## config.mk

```make
export PLATFORM = sky130hd
export DESIGN_NAME = if_fetch_stage
export DESIGN_NICKNAME = d
export VERILOG_FILES = /design/src/rtl/pipe_pkg.sv /design/src/rtl/if_next_pc.sv /design/src/rtl/if_fetch_stage.sv
export SDC_FILE = /design/constraint.sdc
export NUM_CORES = 1
export LEC_CHECK = 0
export CAP_MARGIN = 20
export CORE_AREA = 3 3 130 132
export CTS_BUF_LIST = sky130_fd_sc_hd__clkbuf_8
export DETAILED_ROUTE_END_ITERATION = 16
export DIE_AREA = 0 0 133 135
export MAX_ROUTING_LAYER = met4
export PLACE_DENSITY = 0.74
export SYNTH_ARGS = -nofsm -noshare
export SYNTH_HDL_FRONTEND = slang
export SYNTH_SLANG_ARGS = --single-unit
```

## constraint.sdc

```tcl
create_clock -name clk -period 5 [get_ports clk]
set_input_delay 0.5 -clock clk [delete_from_list [all_inputs] [get_ports clk]]
set_output_delay 0.5 -clock clk [all_outputs]
set_load 0.01 [all_outputs]
```

## src/rtl/pipe_pkg.sv

```systemverilog
// Shared definitions for the pipeline front end: fetch FSM states,
// the NOP word, default vectors and redirect-priority encoding.
package pipe_pkg;

    // Fetch FSM states
    typedef enum logic [1:0] {
        FETCH_REQ   = 2'd0,
        FETCH_HOLD  = 2'd1,
        FETCH_DRAIN = 2'd2
    } fetch_state_t;

    // Redirect sources, listed from lowest to highest priority.
    // The numeric value doubles as the priority rank.
    typedef enum logic [1:0] {
        REDIR_NONE   = 2'd0,
        REDIR_JUMP   = 2'd1,
        REDIR_BRANCH = 2'd2,
        REDIR_EXC    = 2'd3
    } redirect_src_t;

    // Instruction presented when no valid word is available
    localparam logic [31:0] NOP_INS = 32'h0000_0000;

    // Default vectors
    localparam logic [31:0] DEFAULT_RESET_PC = 32'h0040_0000;
    localparam logic [31:0] DEFAULT_EXC_PC   = 32'h8000_0180;

    // Instruction size in bytes; sequential fetch step
    localparam logic [31:0] INS_BYTES = 32'd4;

    // Instructions are word aligned; the low two address bits are dropped
    function automatic logic [31:0] align_word(input logic [31:0] addr);
        return {addr[31:2], 2'b00};
    endfunction

endpackage : pipe_pkg

```

## src/rtl/if_next_pc.sv

```systemverilog
// Next-PC selection for the fetch stage. Picks the highest-priority
// redirect (exception, then branch, then jump), aligns it to a word, and
// otherwise offers the sequential pc+4 so the caller can use 'target'
// as the next PC whenever it decides to advance.
module if_next_pc
    import pipe_pkg::*;
#(
    parameter logic [31:0] EXC_PC = DEFAULT_EXC_PC
) (
    input  logic [31:0] pc,
    input  logic        exc_req,
    input  logic        branch_taken,
    input  logic [31:0] branch_target,
    input  logic        jump,
    input  logic [31:0] jump_target,
    output logic        redirect,
    output logic [31:0] target
);

    redirect_src_t src;

    // Resolve which redirect source wins; later assignments take priority
    always_comb begin
        src = REDIR_NONE;
        if (jump)         src = REDIR_JUMP;
        if (branch_taken) src = REDIR_BRANCH;
        if (exc_req)      src = REDIR_EXC;
    end

    // Produce the selected destination, word aligned, or the fall-through pc
    always_comb begin
        redirect = 1'b1;
        target   = pc + INS_BYTES;
        case (src)
            REDIR_EXC:    target = align_word(EXC_PC);
            REDIR_BRANCH: target = align_word(branch_target);
            REDIR_JUMP:   target = align_word(jump_target);
            default: begin
                redirect = 1'b0;
                target   = pc + INS_BYTES;
            end
        endcase
    end

endmodule : if_next_pc

```

## src/rtl/if_fetch_stage.sv

```systemverilog
// Instruction-fetch stage. Owns the PC, talks to a ready-handshaked
// instruction memory, applies redirects, and asks the hazard unit for a
// bubble while no instruction word is available.
//
// REQ   : a request for 'pc' is outstanding; the word appears on IF_ins
//         in the cycle memory signals ready.
// HOLD  : the word came back while the pipe was stalled; it is parked in
//         ins_buf and re-presented until the stall lifts.
// DRAIN : a redirect arrived while a request was still in flight; the
//         old address is held until memory answers and the word is thrown
//         away, so memory never sees an address change mid-request.
module if_fetch_stage
    import pipe_pkg::*;
#(
    parameter logic [31:0] RESET_PC = DEFAULT_RESET_PC,
    parameter logic [31:0] EXC_PC   = DEFAULT_EXC_PC
) (
    input  logic        clk,
    input  logic        reset,
    input  logic [4:0]  stall,
    input  logic        branch_taken,
    input  logic [31:0] branch_target,
    input  logic        jump,
    input  logic [31:0] jump_target,
    input  logic        exc_req,
    output logic        imem_req,
    output logic [31:0] imem_addr,
    input  logic [31:0] imem_rdata,
    input  logic        imem_ready,
    output logic [31:0] IF_pc_plus_4,
    output logic [31:0] IF_ins,
    output logic        if_stall_req
);

    fetch_state_t state;
    logic [31:0]  pc;
    logic [31:0]  drain_addr;
    logic [31:0]  ins_buf;

    logic         redirect;
    logic [31:0]  next_pc;
    logic [31:0]  pc_plus_4;
    logic         hold_pc;
    logic [3:0]   stall_unused;

    // Only the IF hold bit of the stall vector matters to this stage
    assign hold_pc      = stall[0];
    assign stall_unused = stall[4:1];
    assign pc_plus_4    = pc + INS_BYTES;

    if_next_pc #(
        .EXC_PC (EXC_PC)
    ) u_next_pc (
        .pc            (pc),
        .exc_req       (exc_req),
        .branch_taken  (branch_taken),
        .branch_target (branch_target),
        .jump          (jump),
        .jump_target   (jump_target),
        .redirect      (redirect),
        .target        (next_pc)
    );

    // Fetch FSM and PC/buffer registers; redirects always beat stall[0]
    always_ff @(posedge clk or posedge reset) begin
        if (reset) begin
            state      <= FETCH_REQ;
            pc         <= RESET_PC;
            drain_addr <= 32'h0;
            ins_buf    <= NOP_INS;
        end else begin
            case (state)
                FETCH_REQ: begin
                    if (imem_ready) begin
                        if (redirect || !hold_pc) begin
                            pc <= next_pc;
                        end else begin
                            ins_buf <= imem_rdata;
                            state   <= FETCH_HOLD;
                        end
                    end else if (redirect) begin
                        drain_addr <= pc;
                        pc         <= next_pc;
                        state      <= FETCH_DRAIN;
                    end
                end
                FETCH_HOLD: begin
                    if (redirect || !hold_pc) begin
                        pc    <= next_pc;
                        state <= FETCH_REQ;
                    end
                end
                FETCH_DRAIN: begin
                    if (redirect) begin
                        pc <= next_pc;
                    end
                    if (imem_ready) begin
                        state <= FETCH_REQ;
                    end
                end
                default: begin
                    state <= FETCH_REQ;
                end
            endcase
        end
    end

    // Decode the memory and IF/ID-facing outputs from the current state
    always_comb begin
        imem_req     = 1'b0;
        imem_addr    = 32'h0;
        IF_pc_plus_4 = 32'h0;
        IF_ins       = NOP_INS;
        if_stall_req = 1'b0;
        if (!reset) begin
            case (state)
                FETCH_REQ: begin
                    imem_req     = 1'b1;
                    imem_addr    = pc;
                    IF_pc_plus_4 = pc_plus_4;
                    IF_ins       = imem_ready ? imem_rdata : NOP_INS;
                    if_stall_req = ~imem_ready;
                end
                FETCH_HOLD: begin
                    imem_addr    = pc;
                    IF_pc_plus_4 = pc_plus_4;
                    IF_ins       = ins_buf;
                end
                FETCH_DRAIN: begin
                    imem_req     = 1'b1;
                    imem_addr    = drain_addr;
                    if_stall_req = 1'b1;
                end
                default: begin
                    imem_req = 1'b0;
                end
            endcase
        end
    end

endmodule : if_fetch_stage

```

==> results of run 1 <==
[sequential cells by signal, summed over array words and instances (netlist names)]
name        count
pc             32
drain_addr     32
state           2
ins_buf        32
[metal layers]
layer	up-vias	track usage	part of all wire
met5	-	-	0
met4	0	0.0733	0.019
met3	36	0.0499	0.085
met2	323	0.410	0.46
met1	3407	0.365	0.44
li1	3321	-	-
[logic make-up after synthesis]
kind of cell,count (synthesis),share of synthesized area
AOI/OAI and AO/OA,235,0.237
xor gates and xnor gates,25,0.0310
adders and majority gates,6,0.0106
buffers and inverters,116,0.0671
DFF,98,0.347
muxes,65,0.103
and+or+nand+nor,296,0.205
[cell type report]
class / instances / area, um^2 / share of cell area
Multi-Input combinational cell: 627 / 4150 / 0.448
Sequential cell: 98 / 2450 / 0.265
Timing Repair Buffer: 211 / 2070 / 0.224
Tap cell: 216 / 270 / 0.0292
Clock buffer: 9 / 124 / 0.0134
Inverter: 29 / 111 / 0.0120
Clock inverter: 7 / 81.3 / 0.00878
[worst max-delay path by stage]
stage	end	slack [ns]	cells after the start	startpoint
after floorplan	IF_pc_plus_4[5]	0.90	4	reset
after global placement	IF_ins[13]	1.18	6	reset
after detailed placement	IF_ins[13]	1.11	6	reset
after CTS	IF_ins[13]	1.10	6	reset
after global routing	IF_ins[27]	0.88	6	reset
final	IF_ins[13]	1.17	6	reset
[placed cells by master (no fill, tap or decap), types with 11 or more instances in the layout]
master / n
a22oi_1: 69
buf_4: 15
nand2_1: 43
nor2_1: 148
clkdlybuf4s50_1: 195
xnor2_1: 19
nand4_1: 16
nand2b_1: 15
o21ai_0: 34
inv_1: 28
nand3_1: 11
a221oi_1: 16
dfrtp_1: 97
a21oi_1: 37
mux2_2: 59
nor3_1: 12
[worst reg2reg max path, stage by stage, from the launching register on]
cell and delay, ns:
dfrtp_1 0.45, inv_1 0.10, ha_1 0.46, mux2i_1 0.77, nor2_1 0.27, a221oi_1 0.42, o21ai_0 0.16, o2111a_1 0.16
[per-stage QoR]
| step | utilization | power, mW | setup WS (ns) |
|---|---|---|---|
| 4_1_cts | 0.585 | 3.60 | 1.10 |
| 2_1_floorplan | - | 2.38 | 0.899 |
| 5_1_grt | 0.585 | 3.83 | 0.884 |
| 3_5_place_dp | 0.572 | 3.04 | 1.11 |
| 6_report | 0.585 | 3.60 | 1.17 |
| 3_3_place_gp | 0.572 | 2.99 | 1.18 |
[report_power, final]
group,total (mW),switching [mW],internal [mW]
Combinational,1.64,0.839,0.800
Clock,0.562,0.322,0.240
Sequential,1.40,0.316,1.08
Total,3.60,1.48,2.12
==> results.yml, run 1 <==
cells_and_area:
  antennaDiodeCount: 0
  final_cells: 1197
  fill_cells: 1462
  stdcell_area_um2: 9260
  areaGrowthSynthToFinish_pct: 30.9
  nNetsFinal: 1089
  drive_above_1_share: 0.118
floorplanning:
  dieArea_um2: 18000
  die_h_um: 135
  die_w_um: 133
  ios: 205
  coreArea_um2: 15800
  start_util: 0.447
  rows: 46
cts:
  ctsHoldBuffers: 0
  insertion_delay_ns: 0.39
  cts_buffer_depth: 2
  htree_levels: 3
  cts_resized: 0
  clock_sinks: 98
  cts_made_buffers: 9
  post_cts_buffers: 0
  cts.clk_slew.worst_paths_ns: 0.10
  cts_tree: "built"
  cts_root_buf: "clkbuf_8"
route:
  drt_iter0_markers: 656
  viasPerCell: 5.92
  dr.pass1.iters: 5
  wire_per_inst_um: 19.7
  drc: 0
  drtAntennaViolNets: 0
  routed_wl_mm: 23.6
  vias: 7087
yosys:
  postSynth.asyncResetShare: 1.00
  synthTopCellsByArea: "dfrtp_1 34%, mux2_2 9.4%, nor2_1 7.9%, a22oi_1 7.3%, clkbuf_1 3.1%"
  synth_edf_count: 0
  syn_nets: 954
  synthFlopType: "dfrtp_1"
  synth.avg_cell_area_um2: 8.41
  yosys_warnings: 0
  synth.largest_area_cell: "dfrtp_1"
  synth_cells: 841
  ys_types: 77
  synth_most_common_cell: "nor2_1"
  syn_area_um2: 7070
  yosys_register_bits: 98
  synth_common_cells: "148 x nor2_1, 97 x dfrtp_1, 69 x a22oi_1"
  ys_seq_area_frac: 0.347
  synth_top_area_share: 0.343
timing:
  worst_slew_pin_slew_ns: 1.06
  setup_viol: 0
  hold_viol: 0
  period_minus_slack_ns: 3.83
  maxSlewHeadroom: 0.293
  fin_worst_skew_ns: 0.0128
  fin_crit_sh: 0.765
  grt_setup_unrepaired: "no"
  finalMaxSlewViolations: 0
  hold_ws_ns: 0.489
  setup-tns-final_ns: 0
  clock.fmax_ghz: 0.261
pwr:
  power_leakage_nw: 3.66
  powerDensity_nw_per_um2: 388
  vdd_ir_drop_max_v: 0.000173
setup_path:
  critical_path.top_delay_family: "buffers and inverters"
  r2r_cells: 7
  crit_path_cell_trace: "clkdlybuf4s50_1 -> inv_4 -> nand2_2 -> buf_4 -> nor2_1 -> clkdlybuf4s50_1"
  crit_fanout: 48
  r2r_start: "state[0]$_DFFE_PP0P_"
  r2r-end: "pc[30]$_DFFE_PP0P_"
  max_stage_delay_ns: 0.74
  cp_num_buf_inv: 4
  worstPathArrival_ns: 3.33
  critical_path_class: "in -> out"
  worst_setup_path_start_kind: "input port"
  crit_slowest_cell: "nand2_2"
  worst_path_most_repeated_cell: "clkdlybuf4s50_1"
  rrSetupSlack_ns: 2.12
  cp.required_ns: 4.50
  crit_path_end_kind: "output pin"
global_route:
  grt_pass1_vias: 6789
  grt_max_degree: 60
  grt_usage: 0.267
  grt_overflow: 0
  antenna_found_initial: 0
  grt_pass1_wl_mm: 37.0
placed_design:
  gp_congestion: 0.980
  dpl.hpwl_mm: 17.2
  portBuffers: 196
  place_area_um2: 9050
  dp_cells: 1181
outcome:
  outcome: "completed"
run:
  maxCapViolations: 0
min_path:
  hold_class: "reg -> reg"
  hold_depth: 2
  min_to: "drain_addr[8]$_DFFE_PP0P_"
  hold_path_startpoint: "drain_addr[8]$_DFFE_PP0P_"
Note: power is estimated with default switching activity, not from simulation.
==> run 2, diff against run 1 <==
==> constraint.sdc (replaced) <==
create_clock -name clk -period 3.8 [get_ports clk]
set_input_delay 0.38 -clock clk [delete_from_list [all_inputs] [get_ports clk]]
set_output_delay 0.38 -clock clk [all_outputs]
set_load 0.01 [all_outputs]
==> run 2 against run 1 <==
Via count rose by 0.13%. Global-route usage is 0.27 points lower. Register-to-register slack got worse by 1.1 ns. Clock skew is 0.0017 ns lower. Critical endpoint is now IF_pc_plus_4[27]. First-iteration DRC count is 2.7% lower. Final area grew 0.87%. Critical path type is now reg -> out. Hold slack better by 0.0021 ns.
==> results.yml, run 2 (synthesized netlist as in run 1, its figures left out) <==
cells_and_area:
  final_cells: 1204
  nNetsFinal: 1096
  stdcell_area_um2: 9340
  reg_top3: "drain_addr x32, ins_buf x32, pc x32"
  areaGrowthSynthToFinish_pct: 32.1
  fill_cells: 1443
  layout_common_cells: "195 x clkdlybuf4s50_1, 148 x nor2_1, 97 x dfrtp_1"
  multi_input_area_um2: 4150
  antennaDiodeCount: 0
  final_common_cell: "clkdlybuf4s50_1"
  drive_above_1_share: 0.123
  register_area_um2: 2450
setup_path:
  cp_num_buf_inv: 1
  crit_slowest_cell: "dfrtp_1"
  worst_setup_path_start_kind: "flop"
  crit_path_cell_trace: "nand4_2 -> or3_1 -> nor4_2 -> xnor2_1 -> nor2_1 -> clkdlybuf4s50_1"
  worstPathArrival_ns: 3.13
  critical_path_class: "reg -> out"
  critical_path.top_delay_family: "simple AND/OR/NAND/NOR gates"
  max_stage_delay_ns: 0.64
  cp.required_ns: 3.42
  crit_path_end_kind: "output pin"
  crit_fanout: 12
pwr:
  p_int_mw: 2.84
  pwr-share-clk: 0.154
  powerDensity_nw_per_um2: 512
  power_leakage_nw: 3.70
  combPwrFrac: 0.465
  swShare: 0.407
  vdd_ir_drop_max_v: 0.000250
  switching_power_mw: 1.94
  p_seq_frac: 0.381
cts:
  post_cts_buffers: 0
  htree_levels: 3
  insertion_delay_ns: 0.38
  cts_resized: 0
  cts_tree: "built"
  clock_sinks: 98
  cts.clk_slew.worst_paths_ns: 0.11
  ctsHoldBuffers: 0
  cts_made_buffers: 9
  cts_root_buf: "clkbuf_8"
  cts_buffer_depth: 2
timing:
  hold_viol: 0
  hold_ws_ns: 0.491
  period_minus_slack_ns: 3.51
  maxSlewHeadroom: 0.324
  worst_slew_pin_slew_ns: 1.01
  finalMaxSlewViolations: 0
  grt_setup_unrepaired: "no"
  fin_crit_sh: 0.923
  worst_slack_ns: 0.293
  setup-tns-final_ns: 0
  clock.fmax_ghz: 0.285
  setup_viol: 0
  fin_worst_skew_ns: 0.0110
route:
  dr.pass1.iters: 6
  viasPerCell: 5.89
  drtAntennaViolNets: 0
  drt_iter0_markers: 638
  vias: 7096
  drc: 0
  routed_wl_mm: 23.6
  wire_per_inst_um: 19.6
placed_design:
  dpl.hpwl_mm: 17.4
  portBuffers: 196
  gp_congestion: 1.00
  dp_cells: 1188
  dpl_worst_slack_ns: 0.758
  place_area_um2: 9130
global_route:
  grt_pass1_wl_mm: 36.7
  antenna_found_initial: 0
  grt_overflow: 0
  grt_max_degree: 63
  grt_usage: 0.264
  grt_pass1_vias: 6667
min_path:
  hold_class: "reg -> reg"
floorplanning:
  die_w_um: 133
  rows: 46
  die_h_um: 135
  ios: 205
  dieArea_um2: 18000
  start_util: 0.447
  coreArea_um2: 15800
outcome:
  outcome: "completed"
run:
  maxCapViolations: 0
run 2: changes by cell type in the layout (fill, tap and decap cells not counted):
cell,previous run,this run
buf_12,0,2
buf_4,15,20
clkbuf_8,9,10
clkinvlp_4,1,3
ha_1,5,6
ha_2,1,0
inv_4,1,0
inv_6,4,2
run 2: cell type report:
type / count / share of cell area
Clock buffer: 10 / 0.0147
Clock inverter: 6 / 0.00764
Inverter: 29 / 0.0121
Multi-Input combinational cell: 627 / 0.444
Sequential cell: 98 / 0.263
Tap cell: 216 / 0.0289
Timing Repair Buffer: 218 / 0.230
run 2: metrics by stage:
stage	utilization	total power, mW
finish	0.590	4.78
global route	0.590	5.08
CTS	0.590	4.78
detailed placement	0.577	4.04
global placement	0.577	3.98
floorplan	-	3.14
run 2: worst paths after layout:
path	startpoint	end	slack (ns)	depth (start not counted)
worst max-delay path	pc[6]$_DFFE_PP0P_	IF_pc_plus_4[27]	0.29	6
worst min-delay path	drain_addr[22]$_DFFE_PP0P_	drain_addr[22]$_DFFE_PP0P_	0.49	2
worst max register to register	state[0]$_DFFE_PP0P_	pc[25]$_DFFE_PP0P_	0.99	7
worst min register to register	drain_addr[22]$_DFFE_PP0P_	drain_addr[22]$_DFFE_PP0P_	0.49	2
max in group asynchronous	reset	ins_buf[21]$_DFFE_PP0P_	2.00	4
min in group asynchronous	reset	drain_addr[6]$_DFFE_PP0P_	0.65	3
run 2: worst min-delay path: stages (launching register included):
cell and delay, ns:
dfrtp_1 0.36, nand2_1 0.05, o21ai_0 0.06
run 2: routing by layer:
metal	track usage	part of all wire
met1	0.366	0.45
met2	0.393	0.45
met3	0.0615	0.086
met4	0.0670	0.015
met5	-	0
run 2: power groups by stage:
stage / clock (mW) / sequential, mW / combinational (mW)
after floorplan: 0 / 1.60 / 1.54
after global placement: 0 / 1.80 / 2.18
after detailed placement: 0 / 1.83 / 2.21
after CTS: 0.755 / 1.80 / 2.22
after global routing: 0.798 / 1.87 / 2.41
final: 0.737 / 1.82 / 2.22
